<file path="src/rtl/m_stack_seq_if.sv">
// Instruction, result and stack-port bundle for the m_stack_seq sequencer.
// The slave modport is the sequencer; the master modport is whatever drives
// instructions and models the downstream stack.
interface m_stack_seq_if #(
  parameter int WORD = 16,
  parameter int PAGE = 1024
);
  localparam int DW = $clog2(PAGE + 1);

  logic            op_valid;
  logic            op_ready;
  logic [2:0]      op_code;
  logic [WORD-1:0] op_imm;
  logic            res_valid;
  logic [WORD-1:0] res_data;
  logic            res_err;
  logic [DW-1:0]   depth;
  logic            stk_push;
  logic            stk_pop;
  logic [WORD:0]   stk_wdata;
  logic [WORD:0]   stk_rdata;

  modport master (
    output op_valid, op_code, op_imm, stk_rdata,
    input  op_ready, res_valid, res_data, res_err, depth,
           stk_push, stk_pop, stk_wdata
  );

  modport slave (
    input  op_valid, op_code, op_imm, stk_rdata,
    output op_ready, res_valid, res_data, res_err, depth,
           stk_push, stk_pop, stk_wdata
  );
endinterface

</file>
<file path="src/rtl/m_stack_seq.sv">
// Stack-machine sequencer: expands one stack instruction at a time into
// single-cycle push/pop strobes for the downstream LIFO, performs the ALU,
// DUP and SWAP operations on popped operands, and tracks stack depth so that
// under/overflow is rejected before the stack is touched.
module m_stack_seq #(
  parameter int WORD = 16,
  parameter int PAGE = 1024
) (
  input logic         clk,
  input logic         reset,
  m_stack_seq_if.slave bus
);
  localparam int            DW   = $clog2(PAGE + 1);
  localparam logic [DW-1:0] FULL = DW'(PAGE);
  localparam logic [DW-1:0] ONE  = DW'(1);
  localparam logic [DW-1:0] TWO  = DW'(2);

  typedef enum logic [2:0] {
    OP_NOP, OP_PUSH, OP_POP, OP_ADD, OP_SUB, OP_AND, OP_DUP, OP_SWAP
  } op_e;

  typedef enum logic [2:0] {
    S_IDLE, S_POP_A, S_CAP_A, S_POP_B, S_CAP_B, S_PUSH_1, S_PUSH_2, S_DONE
  } state_e;

  state_e          state, state_nx;
  op_e             op_in, op;
  logic [WORD-1:0] imm, a, b;
  logic            err;
  logic [DW-1:0]   depth;
  logic            accept, reject;
  logic            op_ready, stk_push, stk_pop, res_valid;
  logic [WORD-1:0] alu_val, push_val, res_val;

  // Bit WORD of the stack read data carries nothing for this block.
  logic unused_rdata_msb;
  assign unused_rdata_msb = bus.stk_rdata[WORD];

  assign op_in  = op_e'(bus.op_code);
  assign accept = (state == S_IDLE) && bus.op_valid;

  // Depth-based admission check for the instruction being offered.
  // NOTE: every variable written in always_comb gets a default first, so no
  // path through the block can leave it unassigned and infer a latch.
  always_comb begin
    reject = 1'b0;
    case (op_in)
      OP_PUSH:                          reject = (depth >= FULL);
      OP_POP:                           reject = (depth < ONE);
      OP_DUP:                           reject = (depth < ONE) || (depth >= FULL);
      OP_ADD, OP_SUB, OP_AND, OP_SWAP:  reject = (depth < TWO);
      default:                          reject = 1'b0;
    endcase
  end

  // FSM state register; reset aborts any instruction in flight.
  // NOTE: sequential state uses non-blocking assignments so every register
  // samples pre-edge values regardless of block ordering.
  always_ff @(posedge clk or negedge reset) begin
    if (!reset) state <= S_IDLE;
    else        state <= state_nx;
  end

  // Next-state logic and state-decoded strobes.
  always_comb begin
    state_nx  = state;
    op_ready  = 1'b0;
    stk_push  = 1'b0;
    stk_pop   = 1'b0;
    res_valid = 1'b0;
    case (state)
      S_IDLE: begin
        op_ready = 1'b1;
        if (bus.op_valid) begin
          if (reject || op_in == OP_NOP) state_nx = S_DONE;
          else if (op_in == OP_PUSH)     state_nx = S_PUSH_1;
          else                           state_nx = S_POP_A;
        end
      end
      S_POP_A: begin
        stk_pop  = 1'b1;
        state_nx = S_CAP_A;
      end
      S_CAP_A: begin
        if (op == OP_POP)      state_nx = S_DONE;
        else if (op == OP_DUP) state_nx = S_PUSH_1;
        else                   state_nx = S_POP_B;
      end
      S_POP_B: begin
        stk_pop  = 1'b1;
        state_nx = S_CAP_B;
      end
      S_CAP_B: state_nx = S_PUSH_1;
      S_PUSH_1: begin
        stk_push = 1'b1;
        state_nx = (op == OP_DUP || op == OP_SWAP) ? S_PUSH_2 : S_DONE;
      end
      S_PUSH_2: begin
        stk_push = 1'b1;
        state_nx = S_DONE;
      end
      S_DONE: begin
        res_valid = 1'b1;
        state_nx  = S_IDLE;
      end
      default: state_nx = S_IDLE;
    endcase
  end

  // Instruction latch, error flag and operand capture.
  always_ff @(posedge clk or negedge reset) begin
    if (!reset) begin
      op  <= OP_NOP;
      imm <= '0;
      err <= 1'b0;
      a   <= '0;
      b   <= '0;
    end else begin
      if (accept) begin
        op  <= op_in;
        imm <= bus.op_imm;
        err <= reject;
      end
      if (state == S_CAP_A) a <= bus.stk_rdata[WORD-1:0];
      if (state == S_CAP_B) b <= bus.stk_rdata[WORD-1:0];
    end
  end

  // Depth counter follows the strobes; the two are never high together.
  always_ff @(posedge clk or negedge reset) begin
    if (!reset)        depth <= '0;
    else if (stk_push) depth <= depth + ONE;
    else if (stk_pop)  depth <= depth - ONE;
  end

  // Value to push and value to report, selected by the latched instruction.
  always_comb begin
    alu_val  = '0;
    push_val = '0;
    res_val  = '0;
    case (op)
      OP_ADD:  alu_val = b + a;
      OP_SUB:  alu_val = b - a;
      OP_AND:  alu_val = b & a;
      default: alu_val = '0;
    endcase
    case (op)
      OP_PUSH: begin
        push_val = imm;
        res_val  = imm;
      end
      OP_POP:  res_val = a;
      OP_ADD, OP_SUB, OP_AND: begin
        push_val = alu_val;
        res_val  = alu_val;
      end
      OP_DUP: begin
        push_val = a;
        res_val  = a;
      end
      OP_SWAP: begin
        // Old top goes down first, so the old second word becomes the top.
        push_val = (state == S_PUSH_2) ? b : a;
        res_val  = b;
      end
      default: begin
        push_val = '0;
        res_val  = '0;
      end
    endcase
    if (err) res_val = '0;
  end

  assign bus.op_ready  = op_ready;
  assign bus.stk_push  = stk_push;
  assign bus.stk_pop   = stk_pop;
  assign bus.stk_wdata = stk_push ? {1'b0, push_val} : '0;
  assign bus.res_valid = res_valid;
  assign bus.res_data  = res_valid ? res_val : '0;
  assign bus.res_err   = res_valid & err;
  assign bus.depth     = depth;
endmodule

</file>
<file path="src/flat_wrapper.sv">
// flat-port wrapper written by rule: the top's interface ports become plain ports
module m_stack_seq_flat 
#(
  parameter int WORD = 16,
  parameter int PAGE = 1024
)
  (clk, reset, bus_op_valid, bus_op_code, bus_op_imm, bus_stk_rdata, bus_op_ready, bus_res_valid, bus_res_data, bus_res_err, bus_depth, bus_stk_push, bus_stk_pop, bus_stk_wdata);
  m_stack_seq_if #(.WORD(WORD), .PAGE(PAGE)) bus_i ();
  input logic clk;
  input logic reset;
  input wire logic [$bits(bus_i.op_valid)-1:0] bus_op_valid;
  input wire logic [$bits(bus_i.op_code)-1:0] bus_op_code;
  input wire logic [$bits(bus_i.op_imm)-1:0] bus_op_imm;
  input wire logic [$bits(bus_i.stk_rdata)-1:0] bus_stk_rdata;
  output wire logic [$bits(bus_i.op_ready)-1:0] bus_op_ready;
  output wire logic [$bits(bus_i.res_valid)-1:0] bus_res_valid;
  output wire logic [$bits(bus_i.res_data)-1:0] bus_res_data;
  output wire logic [$bits(bus_i.res_err)-1:0] bus_res_err;
  output wire logic [$bits(bus_i.depth)-1:0] bus_depth;
  output wire logic [$bits(bus_i.stk_push)-1:0] bus_stk_push;
  output wire logic [$bits(bus_i.stk_pop)-1:0] bus_stk_pop;
  output wire logic [$bits(bus_i.stk_wdata)-1:0] bus_stk_wdata;
  assign bus_i.op_valid = bus_op_valid;
  assign bus_i.op_code = bus_op_code;
  assign bus_i.op_imm = bus_op_imm;
  assign bus_i.stk_rdata = bus_stk_rdata;
  assign bus_op_ready = bus_i.op_ready;
  assign bus_res_valid = bus_i.res_valid;
  assign bus_res_data = bus_i.res_data;
  assign bus_res_err = bus_i.res_err;
  assign bus_depth = bus_i.depth;
  assign bus_stk_push = bus_i.stk_push;
  assign bus_stk_pop = bus_i.stk_pop;
  assign bus_stk_wdata = bus_i.stk_wdata;
  m_stack_seq #(.WORD(WORD), .PAGE(PAGE)) u_core (.clk(clk), .reset(reset), .bus(bus_i));
endmodule
</file>
<file path="config.mk">
export PLATFORM = sky130hd
export DESIGN_NAME = m_stack_seq_flat
export DESIGN_NICKNAME = d
export VERILOG_FILES = /design/src/rtl/m_stack_seq_if.sv /design/src/rtl/m_stack_seq.sv /design/src/flat_wrapper.sv
export SDC_FILE = /design/constraint.sdc
export NUM_CORES = 1
export LEC_CHECK = 0
export BUFFER_PORTS_ARGS = -buffer_cell sky130_fd_sc_hd__buf_2
export CAP_MARGIN = 10
export CORE_MARGIN = 2
export CORE_UTILIZATION = 32
export CTS_CLUSTER_DIAMETER = 120
export DETAILED_ROUTE_END_ITERATION = 6
export PLACE_DENSITY_LB_ADDON = 0.08
export SLEW_MARGIN = 20
export SYNTH_ARGS = -nofsm -noshare
export SYNTH_HDL_FRONTEND = slang
export SYNTH_SLANG_ARGS = --single-unit
</file>
<file path="constraint.sdc">
create_clock -name clk -period 9.6 [get_ports clk]
set_clock_uncertainty 0.15 [all_clocks]
set_input_delay 0.96 -clock clk [delete_from_list [all_inputs] [get_ports clk]]
set_output_delay 0.96 -clock clk [all_outputs]
set_load 0.02 [all_outputs]
</file>
* After elaboration in Yosys (flattened, before gate mapping) *
Cells that the tools add are included.

word-level totals
  bits in registers = 66
  output and inout bits = 49
  input port bits = 39
  logic and storage cells = 71

cells by class
  add/subtract/negate cells = 4
  $lt $le $gt $ge = 3
  reduce and logical (&&, ||, !) cells = 12
  bitwise operators = 2
  equal/unequal tests = 22
  muxes and demuxes = 21

operator list
  operator               count
  $pmux 16 s4            2
  $mux 16                4
  $pmux 16 s3            1
  $eq 3x3->1 const B     12
  $pmux 3 s8             1
  $mux 11                2
  $eq 3x2->1 const B     6
  $add 16x16->16         1
  $and 16x16->16         1
  $sub 16x16->16         1
  $mux 3                 5
  $add 11x1->11 const B  1
  $ge 11x11->1 const B   1
  $lt 11x1->1 const B    1
  $lt 11x2->1 const B    1
  $sub 11x1->11 const B  1
  $eq 3x1->1 const B     3
  $logic_not 3->1        2
  $reduce_or 2->1        3
  $mux 1                 5
  $pmux 1 s4             1
  $reduce_or 4->1        1
  $logic_or 1x1->1       3
  $reduce_or 3->1        1
  4 further kinds        4

* Longest topological paths before layout *
  depth in word-level cells = 7
  mapped depth = 16

* Worst setup path after synthesis *
OpenSTA, ideal clock, no wires.

  path kind = register to output
  start point = register u_core.a[0]
  end point = output bus_stk_wdata[14]
  slack = 5208 ps
  arrival = 3282 ps
  stages on the path, launching flop included = 16
  data required time = 8490 ps
  path through = dfrtp_1 -> inv_1 -> ha_1 -> nand2b_1 -> or4_1 -> or2_1 -> o41ai_2 -> xor2_1 -> ha_1 -> o21a_1 -> o21a_1 -> o21a_1 -> o32ai_1 -> xnor2_1 -> nand2_1 -> a21oi_1

between the ends
  longest elaborated chain between the ends = 4

ends and longest elaborated chain
  what                                              RTL line                                text
  start: declaration                                m_stack_seq.sv:28                       logic [WORD-1:0] imm, a, b;
  start signal: assignment                          m_stack_seq.sv:124                      if (state == S_CAP_A) a <= bus.stk_rdata[WORD-1:0];
  $sub 16x16->16 or $add 16x16->16 (tied branches)  m_stack_seq.sv:143, m_stack_seq.sv:142
  $pmux 16 s3 *                                     m_stack_seq.sv:141                      case (op)
  $pmux 16 s4 *                                     m_stack_seq.sv:147                      case (op)
  $mux 16 *                                         m_stack_seq.sv:177                      assign bus.stk_wdata = stk_push ? {1'b0, push_val} : '0;
  end: declaration                                  flat_wrapper.sv:22                      output wire logic [$bits(bus_i.stk_wdata)-1:0] bus_stk_wdata;

Mark *: on every way between the ends. The rest lies on a longest branch, timed or not.

* Worst setup path in the final report *
  start point = register u_core.op[0]
  end point = output bus_stk_wdata[13]

between the ends
  longest elaborated chain between the ends = 4

ends and longest elaborated chain
  what                                            RTL line                                text
  start: declaration                              m_stack_seq.sv:27                       op_e op_in, op;
  start signal: assignment                        m_stack_seq.sv:120                      op <= op_in;
  $eq 3x3->1 or $eq 3x2->1 (tied branches)        m_stack_seq.sv:141, m_stack_seq.sv:147
  $pmux 16 s3 or $reduce_or 3->1 (tied branches)  m_stack_seq.sv:141, m_stack_seq.sv:147
  $pmux 16 s4 *                                   m_stack_seq.sv:147
  $mux 16 *                                       m_stack_seq.sv:177

Marks and branches as above.

==> impl_metrics.py <==
metrics = {
    "yosys": {
        "synth_warnings": 0,
        "syn_area_per_cell_um2": 8.850,
        "yosys.area.top_type": "dfrtp_1",
        "synth-seq-cells": 66,
        "syn_nets": 617,
        "synth_ff_type": "dfrtp_1",
        "synth_area_leaders": "dfrtp_1, mux2_2, a21oi_1",
        "syn_area_um2": 4938,
        "syn_inst": 558,
        "async_reset_ff_frac": 1.000,
        "synth.yosys.seq_area_share": 0.3344,
        "synth.distinct_cells": 56,
        "yosysTopAreaCellShare": 0.3344,
        "synth_edf_count": 0,
    },
    "critical_path": {
        "arrival_ns": 4.22,
        "cp-start-kind": "flop",
        "crit_top_cell": "o211ai_1",
        "setup.worst_path.class": "flop to output pin",
        "critical_path.max_stage_delay_ns": 0.77,
        "required_ns": 8.49,
        "cp_cell_sequence": "nor2_1 > nand2_1 > o21ai_0 > xor2_1 > ha_1 > o211ai_1 > a21oi_1 > o211ai_1 > a211oi_1 > nor3_1 > or3b_1 > a31oi_1 > buf_2",
        "critPathMaxFanout": 20,
        "crit_slowest_cell": "dfrtp_1",
        "worst_setup_path_end_kind": "output pin",
    },
    "clocking": {
        "clkSinkCount": 66,
        "clk_latency_ns": 0.34,
        "cts_resized": 0,
        "cts.clk_slew.worst_paths_ns": 0.06,
        "cts_made_buffers": 9,
        "clockBufferDepth": 2,
        "htree_num_levels": 3,
        "cts_tree": "built",
        "cts_root_buf": "clkbuf_16",
        "cts_setup_buffers": 0,
        "hold_buffers": 0,
    },
    "finish": {
        "fin_nets": 683,
        "multi_input_area_um2": 3088,
        "syn_to_final_growth_pct": 17.51,
        "mostFrequentLayoutCells": "buf_2, a21oi_1, dfrtp_1, mux2_2, nand2_1",
        "final_cells": 817,
        "nFillCells": 1587,
        "antennaDiodeCount": 0,
        "final_util": 0.3831,
        "drive_gt1_frac": 0.2687,
        "mostFrequentLayoutCell": "buf_2",
        "final-seq-area_um2": 1652,
    },
    "route": {
        "drt-initial-drc-count": 320,
        "finalWirelength_um": 15370,
        "ant_nets": 0,
        "post_drt_wl_per_cell_um": 18.82,
        "routed-via-count": 4458,
        "viasPerCell": 5.457,
        "first_pass_iters": 4,
        "drc": 0,
    },
    "global_route": {
        "grt_pass1_wl_um": 24630,
        "grt_pass1_vias": 4269,
        "grt_overflow": 0,
        "grt.total_usage": 0.1967,
        "grt_antenna_before_repair": 0,
        "grt_max_degree": 67,
    },
    "sta": {
        "tns_ns": 0,
        "hold_violations": 0,
        "period_share": 0.5554,
        "finalSetupViolations": 0,
        "grt_setup_unrepaired": "false",
        "whs_ns": 0.3552,
        "relSlewSlack": 0.2899,
        "clock.fmax_mhz": 187.6,
        "max_slew.worst_pin.slew_ns": 1.063,
        "fin_crit_ns": 5.332,
        "finalMaxSlewViolations": 0,
    },
    "placement": {
        "dp_hpwl_um": 11190,
        "globalplace.congestion": 0.8887,
        "numPortBuffers": 85,
        "placed_cells": 801,
    },
    "die": {
        "ios": 88,
        "core_area_um2": 15150,
        "start_util": 0.3261,
        "fp.dieH_um": 128.2,
        "die-area_um2": 16440,
        "dieWidth_um": 128.2,
        "rows": 45,
    },
    "flow_run": {
        "maxCapViolCount": 0,
    },
    "worst_hold_path": {
        "hold_path_class": "flop to flop",
    },
    "status": {
        "status": "complete, no violations",
    },
}
==> metrics by stage <==
stage          worst slack, ns  cell area, um^2
6_report                 4.268             5803
5_1_grt                  3.914             5803
4_1_cts                  4.301             5803
3_5_place_dp             4.672             5490
3_3_place_gp             4.742             5490
2_1_floorplan            5.208             4938
==> registers in the layout, summed over array words and instances, names as in the netlist <==
register and cells:
u_core.a 16, u_core.b 16, u_core.imm 16, u_core.bus.depth 11, u_core.op 3, u_core.state 3, u_core.err 1
==> synthesized netlist by cell type, types with 6 or more instances <==
cell      count
a21oi_1      66
dfrtp_1      66
mux2_2       56
nand2_1      40
nor2_1       35
o21ai_0      27
clkbuf_1     23
xnor2_1      23
ha_1         19
nand3_1      18
nand2b_1     17
inv_1        14
xor2_1       14
o21a_1       13
nor2b_1      12
a22oi_1      10
a31oi_1       9
buf_2         9
nor3_1        7
and3_1        6
o22ai_1       6
==> area by class of cell <==
class / count / share of cell area
repair buffers: 90 / 0.07978
clock buffers: 11 / 0.04355
multi-input cells: 443 / 0.5321
well taps: 188 / 0.04053
flip-flops and latches: 66 / 0.2846
inverters: 14 / 0.009056
clock inverters: 5 / 0.01035
==> kinds of logic (layout without fill, tap and decap cells) <==
group / Yosys count / after routing / share of synthesized area
and+or+nand+nor: 163 / 163 / 0.1687
AOI/OAI and AO/OA: 161 / 161 / 0.1984
DFF: 66 / 66 / 0.3344
muxes: 61 / 61 / 0.1381
buffers and inverters: 49 / 120 / 0.04180
xor gates and xnor gates: 37 / 37 / 0.06562
adders and majority gates: 20 / 20 / 0.05219
other: 1 / 1 / 0.0007593
==> critical path, delay by kind of cell, from the launching register on <==
kind,cells,cell delay (ns)
AND/OR/NAND/NOR,4,1.00
adder cells (fa/ha/maj),1,0.37
flip-flops,1,0.77
buffers and inverters,1,0.19
AO/OA/AOI/OAI,6,1.35
XOR/XNOR,1,0.18
==> path summary, 6_finish.rpt <==
path | from | endpoint | slack (ns) | depth (start not counted)
min | u_core.imm[10] | u_core.imm[10] | 0.36 | 1
max in group asynchronous | reset | u_core.a[12] | 8.03 | 2
max reg2reg | u_core.state[1] | u_core.a[14] | 6.95 | 4
min in group asynchronous | reset | u_core.a[5] | 0.67 | 2
max | u_core.op[0] | bus_stk_wdata[13] | 4.27 | 13
min reg2reg | u_core.imm[10] | u_core.imm[10] | 0.36 | 1
==> layer usage <==
| metal | vias to the layer above | share of wire | global-route usage |
|---|---|---|---|
| met5 | - | 0 | 0 |
| met4 | 0 | 0.014 | 0.06787 |
| met2 | 130 | 0.45 | 0.2888 |
| met1 | 2171 | 0.49 | 0.2940 |
| met3 | 15 | 0.049 | 0.02755 |
| li1 | 2142 | - | - |
Power is not shown: default switching activity piles up to over one toggle a cycle in this logic, so the estimate is an artifact.
